## src/rtl/spin_display.sv

```systemverilog
// spin_display: drives one 7-segment digit from the wheel position: a chase while spinning, a blink then hold on stop.
// Latency: every output is registered and reflects the next state and current inputs one cycle later.
// Backpressure: none; the block consumes tick_i/pos_i/running_i every cycle and never stalls.
module spin_display #(
  parameter int BLINK_DIV   = 4,
  parameter int BLINK_COUNT = 3,
  parameter int TARGET_POS  = 0
) (
  input  logic       clk_i,
  input  logic       rst_i,
  input  logic       tick_i,
  input  logic [2:0] pos_i,
  input  logic       running_i,
  output logic [6:0] seg_o,
  output logic       dp_o,
  output logic       result_valid_o,
  output logic [2:0] result_o,
  output logic [3:0] hits_o
);

  typedef enum logic [1:0] {ST_SPIN, ST_BLINK, ST_HOLD} state_t;

  localparam logic [7:0] DIV_LAST  = 8'(BLINK_DIV - 1);
  localparam logic [7:0] HALF_LAST = 8'(2 * BLINK_COUNT);
  localparam logic [2:0] TGT       = 3'(TARGET_POS);
  localparam logic [6:0] SEG_G     = 7'h40;

  // Positions 0..5 light segments a..f; 6 and 7 light nothing.
  function automatic logic [6:0] decode(input logic [2:0] p);
    logic [6:0] s;
    case (p)
      3'd0:    s = 7'h01;
      3'd1:    s = 7'h02;
      3'd2:    s = 7'h04;
      3'd3:    s = 7'h08;
      3'd4:    s = 7'h10;
      3'd5:    s = 7'h20;
      default: s = 7'h00;
    endcase
    return s;
  endfunction

  state_t     state_q, state_d;
  logic       running_q, running_d;
  logic [7:0] div_cnt_q, div_cnt_d;
  logic [7:0] half_cnt_q, half_cnt_d;
  logic       phase_q, phase_d;
  logic [2:0] result_q, result_d;
  logic [3:0] hits_q, hits_d;
  logic [6:0] seg_q, seg_d;
  logic       dp_q, dp_d;
  logic       valid_q, valid_d;

  logic stop_edge;
  logic spin_edge;

  assign stop_edge = running_q & ~running_i;
  assign spin_edge = ~running_q & running_i;

  // Next-state logic: latch on stop, pace the blink on ticks, spin edge always wins.
  always_comb begin
    state_d    = state_q;
    running_d  = running_i;
    div_cnt_d  = div_cnt_q;
    half_cnt_d = half_cnt_q;
    phase_d    = phase_q;
    result_d   = result_q;
    hits_d     = hits_q;
    case (state_q)
      ST_SPIN: begin
        if (stop_edge) begin
          result_d   = pos_i;
          div_cnt_d  = 8'd0;
          half_cnt_d = 8'd0;
          phase_d    = 1'b1;
          state_d    = ST_BLINK;
          if (pos_i == TGT && hits_q != 4'hf) hits_d = hits_q + 4'd1;
        end
      end
      ST_BLINK: begin
        if (spin_edge) begin
          state_d = ST_SPIN;
        end else if (tick_i) begin
          if (div_cnt_q == DIV_LAST) begin
            div_cnt_d  = 8'd0;
            phase_d    = ~phase_q;
            half_cnt_d = half_cnt_q + 8'd1;
            if (half_cnt_d == HALF_LAST) state_d = ST_HOLD;
          end else begin
            div_cnt_d = div_cnt_q + 8'd1;
          end
        end
      end
      ST_HOLD: begin
        if (spin_edge) state_d = ST_SPIN;
      end
      default: state_d = ST_SPIN;
    endcase
  end

  // Output decode from the upcoming state so the registered outputs track it one cycle later.
  always_comb begin
    seg_d   = decode(pos_i);
    dp_d    = 1'b0;
    valid_d = 1'b0;
    case (state_d)
      ST_BLINK: begin
        seg_d   = phase_d ? decode(result_d) : 7'h00;
        valid_d = 1'b1;
      end
      ST_HOLD: begin
        seg_d   = decode(result_d) | SEG_G;
        valid_d = 1'b1;
        dp_d    = (result_d == TGT);
      end
      default: ;
    endcase
  end

  // State and output registers; reset assumes the wheel was running.
  always_ff @(posedge clk_i or posedge rst_i) begin
    if (rst_i) begin
      state_q    <= ST_SPIN;
      running_q  <= 1'b1;
      div_cnt_q  <= 8'd0;
      half_cnt_q <= 8'd0;
      phase_q    <= 1'b1;
      result_q   <= 3'd0;
      hits_q     <= 4'd0;
      seg_q      <= 7'h00;
      dp_q       <= 1'b0;
      valid_q    <= 1'b0;
    end else begin
      state_q    <= state_d;
      running_q  <= running_d;
      div_cnt_q  <= div_cnt_d;
      half_cnt_q <= half_cnt_d;
      phase_q    <= phase_d;
      result_q   <= result_d;
      hits_q     <= hits_d;
      seg_q      <= seg_d;
      dp_q       <= dp_d;
      valid_q    <= valid_d;
    end
  end

  assign seg_o          = seg_q;
  assign dp_o           = dp_q;
  assign result_valid_o = valid_q;
  assign result_o       = result_q;
  assign hits_o         = hits_q;

endmodule

```

## config.mk

```make
export PLATFORM = sky130hd
export DESIGN_NAME = spin_display
export DESIGN_NICKNAME = d
export VERILOG_FILES = /design/src/rtl/spin_display.sv
export SDC_FILE = /design/constraint.sdc
export NUM_CORES = 1
export LEC_CHECK = 0
export ABC_AREA = 1
export CELL_PAD_IN_SITES_DETAIL_PLACEMENT = 1
export CELL_PAD_IN_SITES_GLOBAL_PLACEMENT = 2
export CORE_ASPECT_RATIO = 1.1
export CORE_MARGIN = 2
export CORE_UTILIZATION = 35
export DETAILED_ROUTE_END_ITERATION = 10
export PLACE_DENSITY = 0.87
export SLEW_MARGIN = 20
export SYNTH_ARGS = -nofsm -noshare
export SYNTH_HDL_FRONTEND = slang
export SYNTH_SLANG_ARGS = --single-unit
```

## constraint.sdc

```tcl
create_clock -name clk_i -period 5.01 [get_ports clk_i]
set_clock_uncertainty 0.15 [all_clocks]
set_input_delay 0.501 -clock clk_i [delete_from_list [all_inputs] [get_ports clk_i]]
set_output_delay 0.501 -clock clk_i [all_outputs]
set_load 0.1 [all_outputs]
```

* Word level (Yosys, flattened, before mapping)
Cells that the tools add are included.
Storage, ports and cells: register bits after elaboration 36, latch bits 0, RAM bits 0, memory bits (read-only) 0, input bits 7, output and inout port bits 16, logic and storage cells 77, memories kept 0
Operators by class: add/subtract/negate cells 3, $mul 0, divide/modulo/power cells 0, order comparisons 0, equal/unequal tests 21, shift operators 0, muxes and demuxes 29, bitwise gates (word level) 5, reduce and logical (&&, ||, !) cells 9
Operators by type and width (number):
- $pmux 6 s6 | 2
- $mux 8 | 7
- $pmux 8 s2 | 2
- $add 8x1->8 const B | 2
- $pmux 7 s2 | 1
- $eq 3x2->1 const B | 4
- $eq 3x3->1 const B | 4
- $mux 2 | 6
- $eq 8x2->1 const B | 1
- $eq 8x3->1 const B | 1
- $ne 2x2->1 const B | 4
- $mux 7 | 1
- $eq 3x1->1 const B | 2
- $logic_not 3->1 | 2
- $mux 1 | 6
- $mux 3 | 2
- $pmux 2 s3 | 1
- $reduce_and 5->1 | 1
- $add 4x1->4 const B | 1
- $eq 2x1->1 const B | 2
- $eq 2x2->1 const B | 2
- $ne 4x4->1 const B | 1
- $reduce_and 4->1 | 1
- $not 1->1 | 3
- 7 further kinds | 8

* Logic depth before layout (Yosys ltp)
Gate-level depths: netlist of the first run.
depth after elaboration 10, mapped depth 15, mapped depth without buffers 15

* Worst setup path after synthesis of the first run
Ideal clock, no wire load.
kind register to register, start point register half_cnt_q[0], end point register seg_q[2], in the netlist seg_o[2], library setup time 65 ps, arrival time 2006 ps, data required time 4795 ps, path slack 2789 ps, stages on the path, launching flop included 13, path buffers 0, clock period less this slack 2221 ps, cell sequence dfrtp_1 ha_1 nand3_1 nor2_1 xnor2_1 nand3_1 o21bai_1 ha_1 inv_1 nand2_1 nor3_1 nand2_1 nand2_1
Between the ends: cells in the longest elaborated chain, start to end 9, elaborated cells between the ends (all ways) 10, those cells by class add/sub (1); eq/ne (3); mux (6)
RTL lines:
- from (decl) | RTL line 46 | logic [7:0] half_cnt_q, half_cnt_d;
- from (signal assigned) | RTL line 137 | half_cnt_q <= half_cnt_d;
- $add 8x1->8 * | RTL line 87 | half_cnt_d = half_cnt_q + 8'd1;
- $eq 8x3->1 * | RTL line 88 | if (half_cnt_d == HALF_LAST) state_d = ST_HOLD;
- $mux 2 * | RTL line 88
- $mux 2 * | RTL line 84 | if (div_cnt_q == DIV_LAST) begin
- $mux 2 * | RTL line 83 | end else if (tick_i) begin
- $mux 2 * | RTL line 81 | if (spin_edge) begin
- $pmux 2 s3 * | RTL line 69 | case (state_q)
- net state_d[1] | RTL line 43 | state_t state_q, state_d;
- $eq 2x2->1 / $eq 2x1->1 (equally long branches) | RTL line 106 | case (state_d)
- $pmux 7 s2 * | RTL line 106
- net seg_d[2] | RTL line 50 | logic [6:0] seg_q, seg_d;
- to (signal assigned) | RTL line 141 | seg_q <= seg_d;
- to (decl) | RTL line 50
Mark *: on every way through the listed nets, which the timed path passes. The rest lies on a longest branch. A chain may end at the register's enable or synchronous reset.

* Worst setup path in the final report of the first run
Ends and elaborated chain as after synthesis.

==> impl_metrics.py, run 1 <==
metrics = {
    "outcome": {
        "status": "finished clean",
    },
    "final_layout": {
        "drive_gt1_share_pct": 8.27,
        "final_cell_mix": "61 x nand2_1, 34 x dfrtp_1, 32 x inv_1",
        "final_cell_area_um2": 2290,
        "antennaDiodeCount": 0,
        "postLayoutCoreUtil_pct": 43.4,
        "final_common_cell": "nand2_1",
        "syn2layout_area_growth_pct": 21.1,
        "final_nets": 278,
    },
    "route": {
        "drt-total-wl_um": 4240,
        "drt-vias-per-instance": 4.73,
        "drt_iter0_drc": 34,
        "vias": 1613,
        "drt_pass1_iterations": 4,
        "detail-route-antenna-nets": 0,
        "drc": 0,
        "wl_per_cell_um": 12.4,
    },
    "floorplan": {
        "die_w_um": 74.1,
        "die_area_um2": 6020,
        "coreArea_um2": 5290,
        "die_y_um": 81.2,
        "io_pins": 23,
        "start_util_pct": 35.8,
        "row_count": 28,
    },
    "timing": {
        "rsz0062_at_grt": "no",
        "finalCritPeriodShare_pct": 51.7,
        "fmax_mhz": 386,
        "slew_headroom_pct": 34.9,
        "fin_setup_tns_ps": 0,
        "worstMarginPinSlew_ps": 974,
        "fin_crit_ps": 2590,
        "setup_viol": 0,
        "fin_ws_ps": 2420,
        "slew_violations": 0,
        "hold_viol": 0,
    },
    "run": {
        "maxCapViolCount": 0,
    },
    "placed_design": {
        "pre_cts_ws_ps": 2210,
        "dp.final_hpwl_um": 3230,
        "dpl-instance-area_um2": 2200,
        "port_buffers": 22,
        "gp_congestion": 0.816,
    },
    "critical_path": {
        "slowest_delay_ps": 420,
        "crit_path_end_kind": "register",
        "cp-start-kind": "register",
        "worstSetupPathType": "reg2reg",
        "path_common_cell": "nand2_1",
        "cp.required_ps": 5090,
        "critical_path.cell_chain": "ha_1 -> nand3_1 -> nor2_1 -> xnor2_1 -> nand3_1 -> o21bai_1 -> ha_1 -> inv_1 -> nand2_1 -> nor3_1 -> nand2_1 -> nand2_1",
        "startpoint": "half_cnt_q[0]",
        "critPathArrivalTime_ps": 2670,
        "crit_buf_inv": 1,
        "cp_slowest_cell": "dfrtp_1",
        "critical_path.top_delay_family": "simple AND/OR/NAND/NOR gates",
        "timing.rr.start": "half_cnt_q[0]",
        "critPathMaxFanout": 5,
    },
    "clocking": {
        "cts_resized": 0,
        "cts_sinks": 36,
        "clockBufferDepth": 2,
        "post_cts_buffers": 0,
        "clockRootBuffer": "clkbuf_8",
        "cts_tree": "done",
        "clkLatencyLatePin_ps": 290,
        "htree_levels": 2,
        "cts_hold_buf": 0,
        "numCtsBuffers": 5,
        "clkTransAtPathRegs_ps": 80,
    },
    "synth": {
        "synth-seq-cells": 36,
        "avgSynthCellArea_um2": 8.03,
        "synth_seq_area_share_pct": 47.7,
        "synthCells": 236,
        "yosysUniqueCellTypes": 28,
        "syn_area_um2": 1890,
        "yosys_warnings": 0,
        "synth_nets": 249,
    },
    "pwr": {
        "power_frac_clock_pct": 20.9,
        "switching_share_pct": 45.6,
        "leakagePower_nw": 1.09,
        "p_comb_share_pct": 40.8,
        "pwr_density_cell_nw_per_um2": 438,
        "p_int_w": 0.000546,
        "p_sw_w": 0.000457,
        "peakVddDrop_uv": 295,
        "sequentialPowerShare_pct": 38.4,
    },
    "grt": {
        "grt_pass1_wl_um": 7320,
        "grt_max_degree": 37,
        "antenna_found_initial": 0,
        "grt_overflow": 0,
        "grt_pass1_vias": 1608,
        "grt_usage_pct": 15.7,
    },
    "worst_hold_path": {
        "min_path_type": "reg2reg",
        "min_from": "result_o[1]",
    },
}
[power groups by stage]
stage | Clock (W) | Combinational (W) | Sequential [W]
floorplan | 0 | 0.000164 | 0.000537
global placement | 0 | 0.000405 | 0.000389
detailed placement | 0 | 0.000413 | 0.000392
CTS | 0.000217 | 0.000415 | 0.000387
global route | 0.000229 | 0.000447 | 0.000395
finish | 0.000209 | 0.000409 | 0.000385
[cell usage after synthesis]
library cell | number | area, um2
o21ai_1 | 1 | 5.00
a22oi_1 | 1 | 7.51
inv_2 | 2 | 7.51
nor3b_1 | 1 | 7.51
o21ai_2 | 3 | 26.3
nor2_1 | 31 | 116
o21ai_0 | 8 | 40.0
buf_6 | 1 | 11.3
nand3_1 | 18 | 90.1
nand3_4 | 1 | 17.5
nor3_1 | 3 | 15.0
o21ai_4 | 1 | 16.3
inv_1 | 32 | 120
nand4_1 | 6 | 37.5
nand2_1 | 61 | 229
dfstp_2 | 2 | 52.6
xnor2_1 | 3 | 26.3
o21a_1 | 1 | 7.51
clkinv_4 | 1 | 8.76
dfrtp_1 | 34 | 851
a21oi_1 | 9 | 45.0
mux2_2 | 1 | 11.3
ha_1 | 6 | 75.1
xor2_1 | 1 | 8.76
o21bai_1 | 1 | 7.51
o22ai_1 | 4 | 25.0
nand2_2 | 1 | 6.26
nand2_4 | 2 | 22.5
[per-stage QoR]
stage                     hold WS, ps  total power (W)  std cells
final                             359          0.00100        341
after global routing              383          0.00107        341
after CTS                         367          0.00102        341
after detailed placement          351         0.000805        333
after global placement            341         0.000794        333
after floorplan                   319         0.000701        236
[final cells by class]
type,count,area [um2]
clock buffer,6,72.6
clock inverter,2,16.3
fill,664,3000
inverter,35,136
multi-input combinational,164,843
sequential,36,903
tap,75,93.8
timing repair buffer,23,228
[routing by layer]
metal / up-vias / wire length (um) / GRT usage, %
li1: 811 / - / -
met1: 774 / 1970 / 20.1
met2: 23 / 2100 / 26.9
met3: 5 / 127 / 3.72
met4: 0 / 37 / 3.27
met5: - / 0 / 0
[flip-flops by register name, summed over array words and instances (netlist names)]
register,cells
result_o,3
hits_o,4
seg_o,7
running_q,1
half_cnt_q,8
phase_q,1
div_cnt_q,8
dp_o,1
result_valid_o,1
state_q,2
[worst reg2reg max path, stage by stage (launching register included)]
cell,delay (ps)
dfrtp_1,420
ha_1,260
nand3_1,120
nor2_1,70
xnor2_1,290
nand3_1,180
o21bai_1,200
ha_1,310
inv_1,130
nand2_1,110
nor3_1,160
nand2_1,80
nand2_1,60
[kinds of logic (layout without fill, tap and decap cells)]
family / Yosys count / count (layout) / share of synthesized area, %
xor gates and xnor gates: 4 / 4 / 1.85
adders and majority gates: 6 / 6 / 3.96
buffers and inverters: 36 / 66 / 7.79
and+or+nand+nor: 124 / 124 / 28.6
AOI/OAI and AO/OA: 29 / 29 / 9.51
DFF: 36 / 36 / 47.7
muxes: 1 / 1 / 0.594
[path summary, 6_finish.rpt]
| path | end | slack, ps | cells after the start |
|---|---|---|---|
| min reg2reg | result_o[1] | 360 | 2 |
| max | seg_o[2] | 2420 | 12 |
| min in group asynchronous | result_o[2] | 470 | 3 |
| max in group asynchronous | phase_q | 3890 | 3 |
| min | result_o[1] | 360 | 2 |
| max reg2reg | seg_o[2] | 2420 | 12 |
Note: power is estimated with default switching activity, not from simulation.
==> inputs of run 2 (changes only) <==
CORE_UTILIZATION = 32   (was 35)
PLACE_DENSITY = 0.81   (was 0.87)
clock period = 2.6 ns   (was 5.01 ns; I/O delays follow)
==> run 2 against run 1 <==
Against the previous run: hold slack worse by 130 ps; fmax grew 8.5%; die area is 8.9% higher; non-clock buffer count grew 5; total power up 110%; via count rose by 1.7%; critical path depth grew 1; flip-flop and latch count unchanged; clock power grew 140%; core utilization is 2.1 points lower.
==> impl_metrics.py, run 2 (synthesized netlist as in run 1, its figures left out) <==
metrics = {
    "outcome": {
        "status": "finished clean",
    },
    "critical_path": {
        "critical_path.cell_chain": "buf_4 -> nand3_1 -> o21ai_0 -> nand2_1 -> nor2_1 -> nand3_1 -> o21bai_1 -> ha_1 -> inv_2 -> nand2_2 -> nor2_1 -> nand2_1 -> nand2_1",
        "critPathArrivalTime_ps": 2470,
        "path_common_cell": "nand2_1",
        "cp-start-kind": "register",
        "cp.required_ps": 2680,
        "critPathMaxFanout": 4,
        "rr_worst_depth": 13,
        "cp_slowest_cell": "dfrtp_1",
        "reg2reg_to": "seg_o[1]",
        "worstSetupPathType": "reg2reg",
        "crit_buf_inv": 2,
        "crit_path_end_kind": "register",
        "slowest_delay_ps": 440,
        "critical_path.top_delay_family": "simple AND/OR/NAND/NOR gates",
        "timing.rr.start": "half_cnt_q[1]",
        "reg2reg_slack_ps": 210,
    },
    "timing": {
        "fmax_mhz": 419,
        "slew_headroom_pct": 68.0,
        "fin_ws_ps": 211,
        "fin_setup_tns_ps": 0,
        "hold_viol": 0,
        "setup_viol": 0,
        "worstMarginPinSlew_ps": 480,
        "fin_crit_ps": 2390,
        "finalCritPeriodShare_pct": 91.9,
        "whs_ps": 231,
        "slew_violations": 0,
    },
    "route": {
        "vias": 1640,
        "drc": 0,
        "drt_iter0_drc": 40,
        "detail-route-antenna-nets": 0,
        "wl_per_cell_um": 12.9,
        "drt_pass1_iterations": 4,
        "drt-vias-per-instance": 4.71,
        "drt-total-wl_um": 4490,
    },
    "final_layout": {
        "postLayoutCoreUtil_pct": 41.2,
        "final_nets": 283,
        "antennaDiodeCount": 0,
        "final_common_cell": "nand2_1",
        "final_cell_mix": "60 x nand2_1, 34 x dfrtp_1, 31 x inv_1",
        "syn2layout_area_growth_pct": 24.8,
        "fill_cells": 740,
        "drive_gt1_share_pct": 19.6,
    },
    "floorplan": {
        "row_count": 29,
        "io_pins": 23,
        "die_area_um2": 6550,
        "start_util_pct": 33.0,
        "coreArea_um2": 5730,
        "die_w_um": 77.4,
        "die_y_um": 84.7,
    },
    "clocking": {
        "cts_hold_buf": 0,
        "clkTransAtPathRegs_ps": 80,
        "clkLatencyLatePin_ps": 290,
        "htree_levels": 2,
        "clockRootBuffer": "clkbuf_8",
        "cts_sinks": 36,
        "clockBufferDepth": 2,
        "numCtsBuffers": 5,
        "cts_tree": "done",
    },
    "placed_design": {
        "gp_congestion": 0.785,
        "pre_cts_ws_ps": 81.0,
        "port_buffers": 22,
        "dp.final_hpwl_um": 3280,
    },
    "worst_hold_path": {
        "min_path_type": "in2async",
    },
    "grt": {
        "antenna_found_initial": 0,
        "grt_pass1_wl_um": 7880,
        "grt_overflow": 0,
        "grt_max_degree": 37,
        "grt_usage_pct": 14.8,
        "grt_pass1_vias": 1722,
    },
    "pwr": {
        "peakVddDrop_uv": 585,
        "leakagePower_nw": 1.16,
        "pwr_density_cell_nw_per_um2": 883,
    },
    "run": {
        "maxCapViolCount": 0,
    },
}
[run 2: changes by cell type in the layout (fill, tap and decap cells not counted), sizes merged]
| cell | before | now |
|---|---|---|
| buf | 1 | 22 |
| clkdlybuf4s50 | 22 | 6 |
| bufinv | 0 | 1 |
| clkbuf | 6 | 5 |
[run 2: power by group]
part / switching, W / internal, W / leakage [nW]
registers: 0.0000930 / 0.000658 / 0.475
clock network: 0.000215 / 0.000284 / 0.0541
logic: 0.000611 / 0.000225 / 0.636
[run 2: worst register-to-register path, cell delays in order, from the launching register on]
cell	delay (ps)
dfrtp_1	440
buf_4	140
nand3_1	100
o21ai_0	170
nand2_1	120
nor2_1	170
nand3_1	120
o21bai_1	210
ha_1	280
inv_2	90
nand2_2	80
nor2_1	120
nand2_1	60
nand2_1	60
[run 2: layout make-up]
type	count	area [um2]	area share (%)
flip-flops and latches	36	903	38.2
multi-input cells	164	891	37.7
repair buffers	28	225	9.53
inverters	35	136	5.77
well taps	77	96.3	4.08
clock buffers	5	68.8	2.91
clock inverters	3	42.5	1.80
[run 2: per-stage QoR]
| stage | area [um2] | std cells | total power [W] |
|---|---|---|---|
| detailed placement | 2180 | 337 | 0.00155 |
| CTS | 2290 | 345 | 0.00206 |
| finish | 2360 | 348 | 0.00209 |
| floorplan | 1890 | 236 | 0.00135 |
| global placement | 2180 | 337 | 0.00154 |
| global route | 2360 | 348 | 0.00222 |
[run 2: worst max path at each step]
stage | from | to | cells past startpoint
global placement | tick_i | seg_o[3] | 13
global route | half_cnt_q[0] | seg_o[2] | 15
finish | half_cnt_q[1] | seg_o[1] | 13
detailed placement | half_cnt_q[0] | seg_o[2] | 15
CTS | half_cnt_q[0] | seg_o[2] | 15
floorplan | half_cnt_q[0] | seg_o[2] | 12
[run 2: metal layers]
layer | track usage (%) | part of all wire (%) | routed length, um
met5 | 0 | 0 | 0
met4 | 3.57 | 1.4 | 63
met3 | 3.23 | 2.9 | 130
met2 | 26.8 | 51 | 2310
met1 | 17.9 | 44 | 1990
[run 2: timing repair]
action | 4_1_cts | 5_1_grt
setup endpoints to repair | 0 | 6
buffers inserted | 0 | 3
resized for setup | 0 | 11
==> inputs of run 3 (changes only) <==
CORE_ASPECT_RATIO = 0.8   (was 1.1)
SETUP_SLACK_MARGIN = 0.3   (was unset)
TNS_END_PERCENT = 50   (was unset)
==> run 3 against run 2 <==
Against the previous run: sequential power is 1% higher; count of clock-buffer cells in the layout is 1 higher; cell area is 6.2% higher; die area hardly changed; hold slack better by 8.6 ps; via count is 0.12% lower; non-clock buffer count is 9 higher; sequential share of layout area is 2.1 points lower; first-iteration DRC count is 15% lower; core utilization is 1.9 points higher; flip-flop and latch count stayed put; critical path type unchanged.
==> impl_metrics.py, run 3 (synthesized netlist as in run 1, its figures left out) <==
metrics = {
    "placed_design": {
        "dp.final_hpwl_um": 3300,
        "gp_congestion": 0.809,
        "port_buffers": 22,
    },
    "route": {
        "drt-vias-per-instance": 4.54,
        "vias": 1638,
        "drt_iter0_drc": 34,
        "detail-route-antenna-nets": 0,
        "drt-total-wl_um": 4770,
        "drc": 0,
        "wl_per_cell_um": 13.2,
        "drt_pass1_iterations": 4,
    },
    "clocking": {
        "clkLatencyLatePin_ps": 280,
        "numCtsBuffers": 5,
        "clockRootBuffer": "clkbuf_8",
        "clockBufferDepth": 2,
        "cts_hold_buf": 0,
        "cts_sinks": 36,
        "cts_tree": "done",
        "htree_levels": 2,
        "clkTransAtPathRegs_ps": 80,
    },
    "final_layout": {
        "drive_gt1_share_pct": 29.6,
        "postLayoutCoreUtil_pct": 43.1,
        "final_common_cell": "nand2_1",
        "syn2layout_area_growth_pct": 32.5,
        "final_cell_mix": "55 x nand2_1, 31 x dfrtp_1, 30 x buf_4",
        "antennaDiodeCount": 0,
        "final_nets": 292,
    },
    "critical_path": {
        "crit_path_end_kind": "register",
        "critPathCapture": "seg_o[3]",
        "timing.rr.start": "half_cnt_q[1]",
        "cp.depth": 15,
        "reg2reg_to": "seg_o[3]",
        "cp_slowest_cell": "dfrtp_2",
        "critPathArrivalTime_ps": 2450,
        "critPathMaxFanout": 4,
        "critical_path.cell_chain": "ha_4 -> inv_2 -> nand2_2 -> nand2_4 -> nor2_4 -> nand2_1 -> nor3_2 -> nand3_2 -> a21oi_2 -> ha_1 -> inv_2 -> nand2_2 -> nor3_2 -> nand2_1 -> nand2_1",
        "slowest_delay_ps": 420,
        "worstSetupPathType": "reg2reg",
        "startpoint": "half_cnt_q[1]",
        "reg2reg_slack_ps": 220,
        "critical_path.top_delay_family": "simple AND/OR/NAND/NOR gates",
        "cp.required_ps": 2680,
        "crit_buf_inv": 2,
        "path_common_cell": "nand2_1",
        "rr_worst_depth": 15,
        "cp-start-kind": "register",
    },
    "grt": {
        "use_met3_pct": 3.93,
        "antenna_found_initial": 0,
        "grt_usage_pct": 15.0,
        "grt-busiest-layer": "met2",
        "grt_pass1_vias": 1598,
        "grtUsageMet2_pct": 24.0,
        "grt_pass1_wl_um": 7750,
        "grt_overflow": 0,
        "use_met1_pct": 20.6,
        "grt_max_degree": 37,
    },
    "timing": {
        "fin_crit_ps": 2380,
        "worstMarginPinSlew_ps": 463,
        "setup_viol": 0,
        "fmax_mhz": 421,
        "finalCritPeriodShare_pct": 91.4,
        "slew_headroom_pct": 69.2,
        "rsz0062_at_grt": "yes",
        "hold_viol": 0,
        "fin_setup_tns_ps": 0,
        "slew_violations": 0,
    },
    "run": {
        "maxCapViolCount": 0,
    },
    "pwr": {
        "peakVddDrop_uv": 377,
        "leakagePower_nw": 1.23,
        "pwr_density_cell_nw_per_um2": 844,
    },
    "floorplan": {
        "start_util_pct": 32.6,
        "die_y_um": 72.8,
        "die_w_um": 90.0,
        "die_area_um2": 6550,
        "coreArea_um2": 5820,
        "row_count": 25,
        "io_pins": 23,
    },
    "worst_hold_path": {
        "min_path_type": "in2async",
    },
    "outcome": {
        "status": "finished clean",
    },
}
==> run 3: cell types whose count changed in the layout (fill, tap and decap cells not counted), moves of 3 or more <==
cell / before / now
buf_4: 22 / 30
dfrtp_1: 34 / 31
dfrtp_2: 0 / 3
nand2_1: 60 / 55
nand2_2: 2 / 5
nor2_1: 29 / 25
nor2_2: 1 / 5
==> run 3: final cells by class <==
class | count | area (um2)
clock buffer | 6 | 72.6
clock inverter | 2 | 35.0
fill | 723 | 3310
inverter | 35 | 136
multi-input combinational | 164 | 961
sequential | 36 | 907
tap | 81 | 101
timing repair buffer | 37 | 297
==> run 3: per-stage QoR <==
step / worst slack (ps) / instance area (um2) / total power, W / hold WS (ps) / cells
after floorplan: 379 / 1890 / 0.00135 / 114 / 236
after global placement: 154 / 2190 / 0.00153 / 342 / 342
after detailed placement: 85.3 / 2190 / 0.00154 / 343 / 342
after CTS: 222 / 2420 / 0.00209 / 261 / 358
after global routing: 98.1 / 2510 / 0.00225 / 294 / 361
final: 223 / 2510 / 0.00212 / 239 / 361
==> run 3: per-layer routing <==
metal  part of all wire (%)  wire (um)
met5                      0          0
met4                   0.55         26
met3                    3.0        145
met2                     46       2190
met1                     51       2410
==> run 3: repair_timing <==
item	CTS	global route
pin swaps	6	9
gates resized for setup	18	21
setup endpoints to repair	6	7
buffers inserted	8	3
==> run 3: worst min path at each step <==
stage	endpoint	slack, ps	cells past startpoint
finish	half_cnt_q[6]	240	3
detailed placement	hits_o[3]	340	1
CTS	result_o[1]	260	3
floorplan	running_q	110	0
global placement	div_cnt_q[0]	340	1
global route	half_cnt_q[3]	290	3
==> run 3: tightest hold or removal path: cells and delay by family <==
family | cells | cell delay, ps
buffers and inverters | 3 | 850
==> run 3: where the power goes <==
group / switching, W / internal [W] / total (W)
combinational: 0.000629 / 0.000240 / 0.000870
clock: 0.000202 / 0.000285 / 0.000487
sequential: 0.0000986 / 0.000662 / 0.000761
